===== src/rtl/cpu_debug_loader_pkg.sv =====
// Shared constants, state encoding and helpers for the CPU debug/load controller.
package dbg_pkg;

   localparam logic [7:0] OP_WRITE = 8'h01;
   localparam logic [7:0] OP_READ  = 8'h02;
   localparam logic [7:0] OP_RUN   = 8'h03;

   localparam logic [7:0] ST_OK    = 8'h00;
   localparam logic [7:0] ST_TMO   = 8'h01;
   localparam logic [7:0] ST_BADOP = 8'hFF;

   typedef enum logic [4:0] {
      IDLE,
      W_ADDR,
      W_CNT,
      W_DATA,
      W_STROBE,
      R_ADDR,
      R_CNT,
      R_ISSUE,
      R_WAIT,
      R_SEND,
      T_HI,
      T_LO,
      RUN,
      RSP0,
      RSP1,
      RSP2,
      ERR
   } dbg_state_t;

   // States that take a byte from the command stream
   function automatic logic consumes_byte(input dbg_state_t s);
      case (s)
         IDLE, W_ADDR, W_CNT, W_DATA, R_ADDR, R_CNT, T_HI, T_LO: return 1'b1;
         default: return 1'b0;
      endcase
   endfunction

endpackage


===== src/rtl/cpu_debug_loader_if.sv =====
// Bundle of command/response streams, memory port and CPU control seen by the loader.
// master = host/system side, slave = the loader itself.
interface cpu_debug_loader_if #(
   parameter int ADDR_W = 8,
   parameter int DATA_W = 8
);
   logic              cmd_valid;
   logic              cmd_ready;
   logic [DATA_W-1:0] cmd_data;
   logic              rsp_valid;
   logic              rsp_ready;
   logic [DATA_W-1:0] rsp_data;
   logic              mem_we;
   logic [ADDR_W-1:0] mem_addr;
   logic [DATA_W-1:0] mem_wdata;
   logic [DATA_W-1:0] mem_rdata;
   logic              cpu_reset;
   logic              cpu_halted;
   logic              busy;

   modport master (
      output cmd_valid, cmd_data, rsp_ready, mem_rdata, cpu_halted,
      input  cmd_ready, rsp_valid, rsp_data, mem_we, mem_addr, mem_wdata, cpu_reset, busy
   );

   modport slave (
      input  cmd_valid, cmd_data, rsp_ready, mem_rdata, cpu_halted,
      output cmd_ready, rsp_valid, rsp_data, mem_we, mem_addr, mem_wdata, cpu_reset, busy
   );
endinterface


===== src/rtl/cpu_debug_loader_rsp_reg.sv =====
// One-entry output register for the response stream; data is held stable
// while the consumer applies backpressure. A load wins over a drain so the
// FSM can queue the next byte in the same cycle the current one is taken.
module dbg_rsp_reg #(
   parameter int DATA_W = 8
) (
   input  logic              clk,
   input  logic              reset,
   input  logic              load,
   input  logic [DATA_W-1:0] load_data,
   input  logic              rsp_ready,
   output logic              rsp_valid,
   output logic [DATA_W-1:0] rsp_data
);

   // Hold the pending byte until it is accepted; reset drops it
   always_ff @(posedge clk) begin
      if (reset) begin
         rsp_valid <= 1'b0;
         rsp_data  <= '0;
      end else if (load) begin
         rsp_valid <= 1'b1;
         rsp_data  <= load_data;
      end else if (rsp_valid && rsp_ready) begin
         rsp_valid <= 1'b0;
      end
   end

endmodule


===== src/rtl/cpu_debug_loader.sv =====
// Host-side debug/load controller: writes CPU memory, runs the CPU with a
// cycle timeout and streams memory back, all driven by a byte command stream.
// The memory port is only meaningful while cpu_reset is high.
module cpu_debug_loader
   import dbg_pkg::*;
#(
   parameter int ADDR_W = 8,
   parameter int DATA_W = 8,
   parameter int TMO_W  = 16
) (
   input  logic               clk,
   input  logic               reset,
   cpu_debug_loader_if.slave  bus
);

   dbg_state_t        state;
   dbg_state_t        state_nxt;
   logic [ADDR_W-1:0] addr;
   logic [ADDR_W:0]   cnt;
   logic [ADDR_W:0]   cnt_load;
   logic [TMO_W-1:0]  tmo;
   logic [TMO_W-1:0]  tmo_full;
   logic [TMO_W-1:0]  cyc;
   logic [TMO_W-1:0]  cyc_inc;
   logic [DATA_W-1:0] wdata_q;
   logic              we_q;
   logic              cpu_reset_q;
   logic              cmd_ready_q;
   logic              busy_q;
   logic              cmd_fire;
   logic              rsp_fire;
   logic              last_byte;
   logic              halt_now;
   logic              tmo_now;
   logic              rsp_load;
   logic [DATA_W-1:0] rsp_load_data;

   assign cmd_fire  = bus.cmd_valid && cmd_ready_q;
   assign rsp_fire  = bus.rsp_valid && bus.rsp_ready;
   assign last_byte = (cnt == {{ADDR_W{1'b0}}, 1'b1});
   assign cnt_load  = (bus.cmd_data == '0) ? {1'b1, {ADDR_W{1'b0}}} : {1'b0, bus.cmd_data};
   assign tmo_full  = {tmo[TMO_W-1:DATA_W], bus.cmd_data};
   assign cyc_inc   = cyc + 1'b1;
   assign halt_now  = bus.cpu_halted;
   assign tmo_now   = (cyc_inc == tmo);

   assign bus.cmd_ready = cmd_ready_q;
   assign bus.mem_we    = we_q;
   assign bus.mem_addr  = addr;
   assign bus.mem_wdata = wdata_q;
   assign bus.cpu_reset = cpu_reset_q;
   assign bus.busy      = busy_q;

   // Next-state decode of the command/response sequencer
   always_comb begin
      state_nxt = state;
      case (state)
         IDLE: begin
            if (cmd_fire) begin
               case (bus.cmd_data)
                  OP_WRITE: state_nxt = W_ADDR;
                  OP_READ:  state_nxt = R_ADDR;
                  OP_RUN:   state_nxt = T_HI;
                  default:  state_nxt = ERR;
               endcase
            end
         end
         W_ADDR:   if (cmd_fire) state_nxt = W_CNT;
         W_CNT:    if (cmd_fire) state_nxt = W_DATA;
         W_DATA:   if (cmd_fire) state_nxt = W_STROBE;
         W_STROBE: state_nxt = last_byte ? IDLE : W_DATA;
         R_ADDR:   if (cmd_fire) state_nxt = R_CNT;
         R_CNT:    if (cmd_fire) state_nxt = R_ISSUE;
         R_ISSUE:  state_nxt = R_WAIT;
         R_WAIT:   state_nxt = R_SEND;
         R_SEND:   if (rsp_fire) state_nxt = last_byte ? IDLE : R_ISSUE;
         T_HI:     if (cmd_fire) state_nxt = T_LO;
         T_LO:     if (cmd_fire) state_nxt = (tmo_full == '0) ? RSP0 : RUN;
         RUN:      if (halt_now || tmo_now) state_nxt = RSP0;
         RSP0:     if (rsp_fire) state_nxt = RSP1;
         RSP1:     if (rsp_fire) state_nxt = RSP2;
         RSP2:     if (rsp_fire) state_nxt = IDLE;
         ERR:      if (rsp_fire) state_nxt = IDLE;
         default:  state_nxt = IDLE;
      endcase
   end

   // Decide which byte, if any, is pushed into the response register this cycle
   always_comb begin
      rsp_load      = 1'b0;
      rsp_load_data = '0;
      case (state)
         IDLE: begin
            if (cmd_fire && (bus.cmd_data != OP_WRITE) && (bus.cmd_data != OP_READ) &&
                (bus.cmd_data != OP_RUN)) begin
               rsp_load      = 1'b1;
               rsp_load_data = ST_BADOP;
            end
         end
         R_WAIT: begin
            rsp_load      = 1'b1;
            rsp_load_data = bus.mem_rdata;
         end
         T_LO: begin
            if (cmd_fire && (tmo_full == '0)) begin
               rsp_load      = 1'b1;
               rsp_load_data = ST_TMO;
            end
         end
         RUN: begin
            if (halt_now) begin
               rsp_load      = 1'b1;
               rsp_load_data = ST_OK;
            end else if (tmo_now) begin
               rsp_load      = 1'b1;
               rsp_load_data = ST_TMO;
            end
         end
         RSP0: begin
            if (rsp_fire) begin
               rsp_load      = 1'b1;
               rsp_load_data = cyc[TMO_W-1:DATA_W];
            end
         end
         RSP1: begin
            if (rsp_fire) begin
               rsp_load      = 1'b1;
               rsp_load_data = cyc[DATA_W-1:0];
            end
         end
         default: begin
            rsp_load      = 1'b0;
            rsp_load_data = '0;
         end
      endcase
   end

   // State register, registered handshake/status outputs and the datapath counters
   always_ff @(posedge clk) begin
      if (reset) begin
         state       <= IDLE;
         cmd_ready_q <= 1'b0;
         busy_q      <= 1'b0;
         addr        <= '0;
         cnt         <= '0;
         tmo         <= '0;
         cyc         <= '0;
         wdata_q     <= '0;
         we_q        <= 1'b0;
         cpu_reset_q <= 1'b1;
      end else begin
         state       <= state_nxt;
         cmd_ready_q <= consumes_byte(state_nxt);
         busy_q      <= (state_nxt != IDLE);
         we_q        <= 1'b0;
         case (state)
            W_ADDR, R_ADDR: if (cmd_fire) addr <= bus.cmd_data;
            W_CNT, R_CNT:   if (cmd_fire) cnt <= cnt_load;
            W_DATA: begin
               if (cmd_fire) begin
                  we_q    <= 1'b1;
                  wdata_q <= bus.cmd_data;
               end
            end
            W_STROBE: begin
               addr <= addr + 1'b1;
               cnt  <= cnt - 1'b1;
            end
            R_SEND: begin
               if (rsp_fire) begin
                  addr <= addr + 1'b1;
                  cnt  <= cnt - 1'b1;
               end
            end
            T_HI: if (cmd_fire) tmo[TMO_W-1:DATA_W] <= bus.cmd_data;
            T_LO: begin
               if (cmd_fire) begin
                  tmo[DATA_W-1:0] <= bus.cmd_data;
                  cyc             <= '0;
                  if (tmo_full != '0) cpu_reset_q <= 1'b0;
               end
            end
            RUN: begin
               cyc <= cyc_inc;
               if (halt_now || tmo_now) cpu_reset_q <= 1'b1;
            end
            default: ;
         endcase
      end
   end

   dbg_rsp_reg #(
      .DATA_W (DATA_W)
   ) u_rsp (
      .clk       (clk),
      .reset     (reset),
      .load      (rsp_load),
      .load_data (rsp_load_data),
      .rsp_ready (bus.rsp_ready),
      .rsp_valid (bus.rsp_valid),
      .rsp_data  (bus.rsp_data)
   );

endmodule


===== src/flat_wrapper.sv =====
// flat-port wrapper written by rule: the top's interface ports become plain ports
module cpu_debug_loader_flat import dbg_pkg::*;
#(
   parameter int ADDR_W = 8,
   parameter int DATA_W = 8,
   parameter int TMO_W  = 16
)
  (clk, reset, bus_cmd_valid, bus_cmd_data, bus_rsp_ready, bus_mem_rdata, bus_cpu_halted, bus_cmd_ready, bus_rsp_valid, bus_rsp_data, bus_mem_we, bus_mem_addr, bus_mem_wdata, bus_cpu_reset, bus_busy);
  cpu_debug_loader_if #(.ADDR_W(ADDR_W), .DATA_W(DATA_W)) bus_i ();
  input  logic clk;
  input  logic reset;
  input wire logic [$bits(bus_i.cmd_valid)-1:0] bus_cmd_valid;
  input wire logic [$bits(bus_i.cmd_data)-1:0] bus_cmd_data;
  input wire logic [$bits(bus_i.rsp_ready)-1:0] bus_rsp_ready;
  input wire logic [$bits(bus_i.mem_rdata)-1:0] bus_mem_rdata;
  input wire logic [$bits(bus_i.cpu_halted)-1:0] bus_cpu_halted;
  output wire logic [$bits(bus_i.cmd_ready)-1:0] bus_cmd_ready;
  output wire logic [$bits(bus_i.rsp_valid)-1:0] bus_rsp_valid;
  output wire logic [$bits(bus_i.rsp_data)-1:0] bus_rsp_data;
  output wire logic [$bits(bus_i.mem_we)-1:0] bus_mem_we;
  output wire logic [$bits(bus_i.mem_addr)-1:0] bus_mem_addr;
  output wire logic [$bits(bus_i.mem_wdata)-1:0] bus_mem_wdata;
  output wire logic [$bits(bus_i.cpu_reset)-1:0] bus_cpu_reset;
  output wire logic [$bits(bus_i.busy)-1:0] bus_busy;
  assign bus_i.cmd_valid = bus_cmd_valid;
  assign bus_i.cmd_data = bus_cmd_data;
  assign bus_i.rsp_ready = bus_rsp_ready;
  assign bus_i.mem_rdata = bus_mem_rdata;
  assign bus_i.cpu_halted = bus_cpu_halted;
  assign bus_cmd_ready = bus_i.cmd_ready;
  assign bus_rsp_valid = bus_i.rsp_valid;
  assign bus_rsp_data = bus_i.rsp_data;
  assign bus_mem_we = bus_i.mem_we;
  assign bus_mem_addr = bus_i.mem_addr;
  assign bus_mem_wdata = bus_i.mem_wdata;
  assign bus_cpu_reset = bus_i.cpu_reset;
  assign bus_busy = bus_i.busy;
  cpu_debug_loader #(.ADDR_W(ADDR_W), .DATA_W(DATA_W), .TMO_W(TMO_W)) u_core (.clk(clk), .reset(reset), .bus(bus_i));
endmodule

===== config.mk =====
export PLATFORM = sky130hd
export DESIGN_NAME = cpu_debug_loader_flat
export DESIGN_NICKNAME = d
export VERILOG_FILES = /design/src/rtl/cpu_debug_loader_pkg.sv /design/src/rtl/cpu_debug_loader_if.sv /design/src/rtl/cpu_debug_loader_rsp_reg.sv /design/src/rtl/cpu_debug_loader.sv /design/src/flat_wrapper.sv
export SDC_FILE = /design/constraint.sdc
export NUM_CORES = 1
export LEC_CHECK = 0
export ABC_AREA = 1
export BUFFER_PORTS_ARGS = -buffer_cell sky130_fd_sc_hd__buf_2
export CAP_MARGIN = 20
export CORE_MARGIN = 10
export CORE_UTILIZATION = 59
export DETAILED_ROUTE_END_ITERATION = 16
export HOLD_SLACK_MARGIN = 0.02
export PLACE_DENSITY = 0.8
export SYNTH_ARGS = -nofsm -noshare
export SYNTH_HDL_FRONTEND = slang
export SYNTH_SLANG_ARGS = --single-unit

===== constraint.sdc =====
create_clock -name clk -period 3.4 [get_ports clk]
set_input_delay 0.51 -clock clk [delete_from_list [all_inputs] [get_ports clk]]
set_output_delay 0.51 -clock clk [all_outputs]
set_load 0.005 [all_outputs]

==> impl_metrics.ini, run 1 <==
[die]
die_x_um = 108
ioPinCount = 50
fp.coreArea_um2 = 7370
die_y_um = 108
placement_rows = 31
initial_utilization = 0.617
dieArea_um2 = 11600

[route]
drt-total-wl_um = 12900
dr.pass1.iters = 5
ant_nets = 0
vias = 4821
wl_per_cell_um = 15.1
vias_per_cell = 5.65
remaining_drc_errors = 0
drt_iter0_drc = 427

[worst_setup_path]
cpPeakStageDelay_ns = 0.45
critPathTopFamily = simple AND/OR/NAND/NOR gates
cp.required_ns = 3.66
worstSetupPathType = register to register
end_kind = register
start_kind = register
crit_slowest_cell = dfxtp_1
crit_fanout = 19
cp_cell_sequence = ha_1 > nand3_1 > nor2_2 > nand4_1 > nand3_1 > nand2_1 > nor2_1 > nand2_1 > nor2_2 > nand2_2 > nand2_2 > nand2_4 > and2_1 > ha_1 > o211ai_1 > nor2_1
critPathArrivalTime_ns = 3.16
critical_path_buf_inv_count = 0

[run_status]
outcome = complete, no violations

[timing]
worstMarginPinSlew_ns = 1.03
rsz0062_at_grt = no
worst_slack_ns = 0.493
fmax_mhz = 344
period_needed_ns = 2.91
fin_setup_tns_ns = 0
clock_skew_ns = 0.00932
setup_viol = 0
slew_viol_final = 0
hold_violations = 0
maxSlewHeadroom = 0.312
fin_crit_sh = 0.855

[global_route]
gr-total-overflow = 0
grt_pass1_wl_um = 21700
grt_pass1_vias = 4522
grt_max_degree = 37
antenna_found_initial = 0
gr-usage-all-layers = 0.227

[synth]
synth_edf_count = 0
netlist_area_um2 = 4550
synth_top_cell_by_area = dfxtp_1
synth_seq_cells = 75
async_flop_share = 0
synth_cell_types = 40
yosysSeqAreaShare = 0.330
synth.avg_cell_area_um2 = 6.45
postSynthCellCount = 705
ys.flop_type = dfxtp_1
yosys-top-cells-area = dfxtp_1 (33%), nand2_1 (13%), nand3_1 (7.4%), nor2_1 (7.3%), inv_1 (6.8%)
syn-num-nets = 731
synth_top_area_frac = 0.330
yosys_warnings = 0

[clocking]
cts_tree = built
cts_sinks = 75
cts-root-buf = clkbuf_8
postCtsSetupRepairBufs = 0
hold_buffers = 0
cts_buffers = 9
cts_buffer_depth = 2
worstSkewPairLatency_ns = 0.36
clk_pin_slew_worst_paths_ns = 0.09
cts_max_level = 3
cts_resized = 0

[min_path]
min_path_type = input pin to register

[layout]
layout-drive-gt1-share = 0.144
finalInstanceArea_um2 = 5040
diodes = 0
area_growth_pct = 10.9
layout.nets = 776

[power]
power_leakage_nw = 2.28
power_mw = 3.25
p_per_area_nw_per_um2 = 644
ir_drop_uv = 500

[job]
max_cap_violations = 0

[placement]
hpwlAfterDp_um = 9780
place.port_buffers = 49
place.gp.congestion = 0.953
pre_cts_ws_ns = 0.525
placed_area_um2 = 4860
per-layer routing:
layer,global-route usage,vias up,wire length (µm)
li1,-,2408,-
met4,0.0983,0,331
met2,0.384,181,6370
met1,0.277,2204,5430
met3,0.0365,28,803
met5,0,-,0
through the flow:
step	cells	util	hold WS [ns]
2_1_floorplan	705	-	0.444
3_3_place_gp	838	0.659	0.441
3_5_place_dp	838	0.659	0.475
4_1_cts	854	0.684	0.448
5_1_grt	854	0.684	0.451
6_report	854	0.684	0.471
synth_stat cells, drive strengths merged (3+ instances only):
master	number
nor2	100
xor2	7
nor3	11
nand3	68
nand2	166
dfxtp	75
xnor2	5
clkinv	3
buf	9
o2111ai	7
o21ai	55
ha	5
nand4	16
inv	86
a21oi	51
clkbuf	12
a31oi	14
state kept, by name (all words and copies together) (netlist names):
signal / flops
u_core.bus.cpu_reset: 1
u_core.state: 5
u_core.bus.mem_wdata: 8
u_core.bus.mem_we: 1
u_core.bus.cmd_ready: 1
u_core.u_rsp.rsp_valid: 1
u_core.cnt: 9
u_core.u_rsp.rsp_data: 8
u_core.tmo: 16
u_core.bus.busy: 1
u_core.cyc: 16
u_core.bus.mem_addr: 8
cell families (layout without fill, tap and decap cells):
| logic type | Yosys count | after routing | synth area share |
|---|---|---|---|
| simple gates | 368 | 368 | 0.360 |
| xor+xnor | 14 | 14 | 0.0330 |
| compound gates | 133 | 133 | 0.167 |
| flops | 75 | 75 | 0.330 |
| fa+ha+maj | 5 | 5 | 0.0138 |
| buf+inv | 110 | 160 | 0.0958 |
final timing paths:
check,start,end,slack (ns),depth (start not counted)
max,u_core.cyc[0],u_core.bus.cmd_ready,0.49,16
max reg2reg,u_core.cyc[0],u_core.bus.cmd_ready,0.49,16
min,bus_cmd_data[3],u_core.tmo[3],0.47,3
min reg2reg,u_core.tmo[2],u_core.tmo[2],0.49,2
worst register-to-register path, delay by kind of cell, from the launching register on:
family                     cells  cell delay, ns
DFF                            1            0.45
adders and majority gates      2            0.52
AOI/OAI and AO/OA              1            0.18
and+or+nand+nor               13            1.65
cell type report:
type                    count  area, µm²
clock buffers               9        124
repair buffers             55        290
inverters                  89        334
flip-flops and latches     75       1500
fillers                   675       2330
well taps                  99        124
multi-input cells         520       2610
clock inverters             7       58.8
layout by cell type, fill, tap and decap left out, drive strengths merged:
master	n
clkinvlp	2
dfxtp	75
buf	55
a211o	1
o21ai	55
a31oi	14
xor2	7
o211ai	2
nand2	166
nand4	16
a21oi	51
nand3	68
inv	89
a41oi	1
or2	2
o221a	1
and2	1
o2111ai	7
nor4	2
o31ai	1
ha	5
nor2	100
xnor3	2
nand3b	2
clkbuf	9
xnor2	5
clkinv	5
nor3	11
where the power goes:
part	switching, mW	internal [mW]	total (mW)
logic	0.879	0.524	1.40
clock network	0.388	0.275	0.663
registers	0.143	1.04	1.18
Note: power is estimated with default switching activity, not from simulation.
==> inputs of run 2 (changes only) <==
Settings changed: MAX_ROUTING_LAYER set to met4.
==> impl_metrics.ini, run 2 (same netlist as run 1, synthesis figures left out) <==
[route]
vias_per_cell = 5.64
dr.pass1.iters = 6
drt-total-wl_um = 13100
vias = 4820
wl_per_cell_um = 15.4
remaining_drc_errors = 0
drt_iter0_drc = 323
ant_nets = 0

[global_route]
antenna_found_initial = 0
grt_pass1_vias = 4446
grt_pass1_wl_um = 21100
grt_max_degree = 35
gr-usage-all-layers = 0.229
gr-total-overflow = 0

[clocking]
cts-root-buf = clkbuf_8
clk_pin_slew_worst_paths_ns = 0.09
hold_buffers = 0
cts_buffers = 9
cts_max_level = 3
cts_buffer_depth = 2
cts_resized = 0
worstSkewPairLatency_ns = 0.36
cts_tree = built
postCtsSetupRepairBufs = 0
cts_sinks = 75

[power]
p_switching_mw = 1.41
power_leakage_nw = 2.29
p_clk_frac = 0.221
power_mw = 3.32
intPower_mw = 1.91
comb_power_share = 0.423
power_frac_seq = 0.356
switching_share = 0.424
ir_drop_uv = 476
p_per_area_nw_per_um2 = 655

[timing]
slew_viol_final = 0
hold_ws_ns = 0.467
rsz0062_at_grt = no
hold_violations = 0
worstMarginPinSlew_ns = 0.993
period_needed_ns = 2.89
fin_setup_tns_ns = 0
fmax_mhz = 346
fin_crit_sh = 0.849
clock_skew_ns = 0.00733
setup_viol = 0
maxSlewHeadroom = 0.337
worst_slack_ns = 0.514

[worst_setup_path]
crit_cells = 16
cp_cell_sequence = ha_1 > nand3_1 > nor2_2 > nand4_1 > nand3_1 > nand2_1 > nor2_1 > nand2_1 > nor2_2 > nand2_2 > nand2_2 > nand2_4 > and2_1 > ha_1 > o211ai_1 > nor2_1
crit_slowest_cell = dfxtp_1
critPathTopFamily = simple AND/OR/NAND/NOR gates
end_kind = register
ff2ff_setup_slack_ns = 0.51
cp.required_ns = 3.65
crit_fanout = 19
r2r-start = u_core.cyc[0]
crit_path_start = u_core.cyc[0]
rr_endpoint = u_core.bus.cmd_ready
cp-endpoint = u_core.bus.cmd_ready
r2r_cells = 16
critical_path_buf_inv_count = 0
worstSetupPathType = register to register
cpPeakStageDelay_ns = 0.45
start_kind = register
critPathArrivalTime_ns = 3.14

[layout]
area_growth_pct = 11.4
post-route-util = 0.687
layout-drive-gt1-share = 0.144
reg_top3 = u_core.cyc: 16 flops, u_core.tmo: 16 flops, u_core.cnt: 9 flops
final_cell_mix = nand2_1 (158), nor2_1 (89), inv_1 (82)
layout.nets = 776
mostFrequentLayoutCell = nand2_1
diodes = 0

[placement]
pre_cts_ws_ns = 0.553
place.gp.congestion = 0.952
place.port_buffers = 49
hpwlAfterDp_um = 9960

[min_path]
min_path_type = input pin to register

[die]
die_y_um = 108
ioPinCount = 50
placement_rows = 31
dieArea_um2 = 11600
fp.coreArea_um2 = 7370
initial_utilization = 0.617
die_x_um = 108

[job]
max_cap_violations = 0

[run_status]
outcome = complete, no violations
## run 2: worst min path at each step
| stage | startpoint | end | cells past startpoint |
|---|---|---|---|
| 6_report | bus_cmd_data[5] | u_core.tmo[5] | 3 |
| 5_1_grt | bus_cmd_data[6] | u_core.bus.mem_wdata[6] | 3 |
| 4_1_cts | bus_cmd_data[5] | u_core.tmo[5] | 3 |
| 3_5_place_dp | u_core.bus.cpu_reset | u_core.bus.cpu_reset | 2 |
| 3_3_place_gp | u_core.bus.cpu_reset | u_core.bus.cpu_reset | 2 |
| 2_1_floorplan | u_core.tmo[11] | u_core.tmo[11] | 2 |
## run 2: cell type report
| cell class | count | area (µm²) |
|---|---|---|
| well taps | 99 | 124 |
| fillers | 674 | 2300 |
| multi-input cells | 520 | 2610 |
| flip-flops and latches | 75 | 1500 |
| clock buffers | 9 | 124 |
| repair buffers | 55 | 290 |
| clock inverters | 7 | 82.6 |
| inverters | 89 | 334 |
## run 2: power groups by stage
stage	combinational (mW)	clock (mW)	sequential, mW
5_1_grt	1.59	0.776	1.20
3_3_place_gp	1.36	0	1.19
2_1_floorplan	1.02	0	1.18
3_5_place_dp	1.38	0	1.20
4_1_cts	1.39	0.743	1.18
6_report	1.40	0.734	1.18
## run 2: stage by stage
stage / instance area [µm²] / std cells
after global placement: 4860 / 838
after CTS: 5070 / 854
after global routing: 5070 / 854
final: 5070 / 854
after floorplan: 4550 / 705
after detailed placement: 4860 / 838
## run 2: per-layer routing
metal  vias up  GRT usage  wire length [µm]
met2       176      0.374              6430
met1      2201      0.270              5530
met5         -          -                 0
li1       2409          -                 -
met4         0     0.0954               383
met3        34     0.0425               768
## run 2: tightest hold or removal path, cell delays in order
cell and delay [ns]:
buf_2 0.15, nor2_1 0.06, nor2_1 0.08
==> inputs of run 3 (changes only) <==
Settings changed: ABC_AREA 1 to 0, CORE_UTILIZATION 59 to 53, PLACE_DENSITY 0.8 to 0.76.
Clock period 3.4 ns to 2.5 ns, I/O delays scaled along.
==> impl_metrics.ini, run 3 <==
[synth]
netlist_area_um2 = 4550
synth_top_family_by_area = simple AND/OR/NAND/NOR gates
yosys-top-cells-area = dfxtp_1 (33%), mux2i_1 (5.7%), a21oi_1 (5.5%), nor2_1 (5.2%), o21ai_0 (3.8%)
synth_top_cell_by_area = dfxtp_1
postSynthCellCount = 559
synth_xor_area_frac = 0.0462
synth.avg_cell_area_um2 = 8.14
async_flop_share = 0
yosys.area_share.simple = 0.261
synth_edf_count = 0
synth_cell_types = 78
syn-num-nets = 585
synth_top_area_frac = 0.330
synth_seq_cells = 75
synth_common_cells = dfxtp_1 (75), nor2_1 (63), a21oi_1 (50)
ys.flop_type = dfxtp_1
yosysSeqAreaShare = 0.330
yosys_warnings = 0
synth.area.mux_share = 0.0572
synth_compound_gate_area_share = 0.230
synthAdderAreaFrac = 0.0137
yosysMostFrequentCell = dfxtp_1

[timing]
period_needed_ns = 2.93
worstMarginPinSlew_ns = 0.784
rsz0062_at_grt = yes
slew_viol_final = 0
hold_violations = 0
maxSlewHeadroom = 0.476
fin_crit_sh = 1.17
setup_viol = 12
fmax_mhz = 341
worst_slack_ns = -0.432
clock_skew_ns = 0.0103

[power]
p_switching_mw = 1.45
power_leakage_nw = 2.52
intPower_mw = 2.62
p_clk_frac = 0.257
power_frac_seq = 0.361
switching_share = 0.357
p_per_area_nw_per_um2 = 702
comb_power_share = 0.382
ir_drop_uv = 587

[placement]
place.port_buffers = 49
hpwlAfterDp_um = 11400
place.gp.congestion = 1.01
placed_area_um2 = 5430
pre_cts_ws_ns = -0.550

[global_route]
antenna_found_initial = 0
gr-usage-all-layers = 0.238
gr-total-overflow = 0
grt_pass1_wl_um = 24400
grt_max_degree = 43
grt_pass1_vias = 4660

[run_status]
violations = negative setup slack
outcome = finished with violations

[clocking]
cts_sinks = 75
cts_buffers = 9
cts-root-buf = clkbuf_8
worstSkewPairLatency_ns = 0.35
cts_tree = built
cts_buffer_depth = 2
cts_max_level = 3
clk_pin_slew_worst_paths_ns = 0.09
hold_buffers = 0

[route]
remaining_drc_errors = 0
vias_per_cell = 6.21
drt-total-wl_um = 15200
ant_nets = 0
dr.pass1.iters = 9
wl_per_cell_um = 19.2
drt_iter0_drc = 448
vias = 4909

[die]
die_x_um = 113
placement_rows = 33
fp.coreArea_um2 = 8300
die_y_um = 113
initial_utilization = 0.548
dieArea_um2 = 12700
ioPinCount = 50

[worst_setup_path]
crit_fanout = 4
critPathArrivalTime_ns = 3.20
cp_common_cell = buf_4
cp.required_ns = 2.77
cpPeakStageDelay_ns = 0.47
end_kind = register
worstSetupPathType = register to register
cp_cell_sequence = nand4_1 > buf_4 > buf_4 > buf_4 > or3_1 > a32oi_2 > nand4_1 > or4_4 > and2_4 > ha_4 > a21oi_2 > a211oi_1
crit_slowest_cell = or4_4
start_kind = register

[layout]
post-route-util = 0.698
finalInstanceArea_um2 = 5790
final_cell_mix = buf_4 (101), dfxtp_1 (69), nor2_1 (62)
diodes = 0
reg_top3 = u_core.cyc: 16 flops, u_core.tmo: 16 flops, u_core.cnt: 9 flops
nFillCells = 694
area_growth_pct = 27.3
layout.nets = 706
mostFrequentLayoutCell = buf_4
layout-drive-gt1-share = 0.293

[min_path]
min_path_type = input pin to register

[job]
max_cap_violations = 0
## run 3: cell types whose count changed after synthesis, moves of 17 or more
cell	change
clkbuf_1	+17
inv_1	-72
mux2i_1	+26
nand2_1	-118
nand3_1	-57
nor2_1	-26
o21ai_0	-20
## run 3: cells by family after synthesis
logic type	Yosys count
and+or+nand+nor	217
AOI/OAI and AO/OA	159
DFF	75
buffers and inverters	53
muxes	26
xor gates and xnor gates	24
adders and majority gates	5
## run 3: path summary, 6_finish.rpt
| kind | start | to | slack (ns) | cells past startpoint |
|---|---|---|---|---|
| setup / recovery | u_core.cyc[1] | u_core.bus.cmd_ready | -0.43 | 12 |
| hold / removal | bus_cmd_data[0] | u_core.bus.mem_wdata[0] | 0.31 | 3 |
| setup reg to reg | u_core.cyc[1] | u_core.bus.cmd_ready | -0.43 | 12 |
| hold reg to reg | u_core.bus.mem_wdata[0] | u_core.bus.mem_wdata[0] | 0.50 | 2 |
## run 3: cell type report
cell class                      count  area, µm²  share of cell area
Timing Repair Buffer              152       1030               0.178
Sequential cell                    75       1520               0.262
Multi-Input combinational cell    431       2860               0.493
Tap cell                          105        131              0.0227
Clock inverter                      6       88.8              0.0153
Clock buffer                       10        128              0.0220
Inverter                           11       41.3             0.00713
## run 3: metrics by stage
stage                     std cells  setup TNS, ns  power, mW  hold WS [ns]
after floorplan                 559          -3.16       2.42         0.463
after global placement          766          -3.31       2.98         0.460
after detailed placement        766          -4.04       3.01         0.472
after CTS                       786          -2.68       4.06         0.305
after global routing            790          -4.12       4.32         0.331
final                           790          -3.65       4.07         0.314
## run 3: what timing repair did
item                                    4_1_cts  5_1_grt
resized for setup                             5       16
setup buffers                                 4        4
endpoints found under the setup margin       12       12
pin swaps                                     4        7
cloned                                        0        0
## run 3: power by group through the flow
stage          registers, mW  logic, mW  clock network, mW
6_report                1.47       1.55               1.05
5_1_grt                 1.49       1.72               1.11
4_1_cts                 1.47       1.53               1.06
3_5_place_dp            1.49       1.52                  0
3_3_place_gp            1.49       1.49                  0
2_1_floorplan           1.48      0.945                  0
## run 3: per-layer routing
metal  share of wire  up-vias  GRT usage
li1                -     2318          -
met1            0.41     2341      0.285
met2            0.49      214      0.390
met3           0.064       36     0.0357
met4           0.033        0     0.0973
met5               0        -          -
## run 3: worst max-delay path, delay by kind of cell (launching register included)
kind	cells	cell delay (ns)
simple gates	5	1.34
buf+inv	3	0.45
compound gates	3	0.42
flops	1	0.38
fa+ha+maj	1	0.26
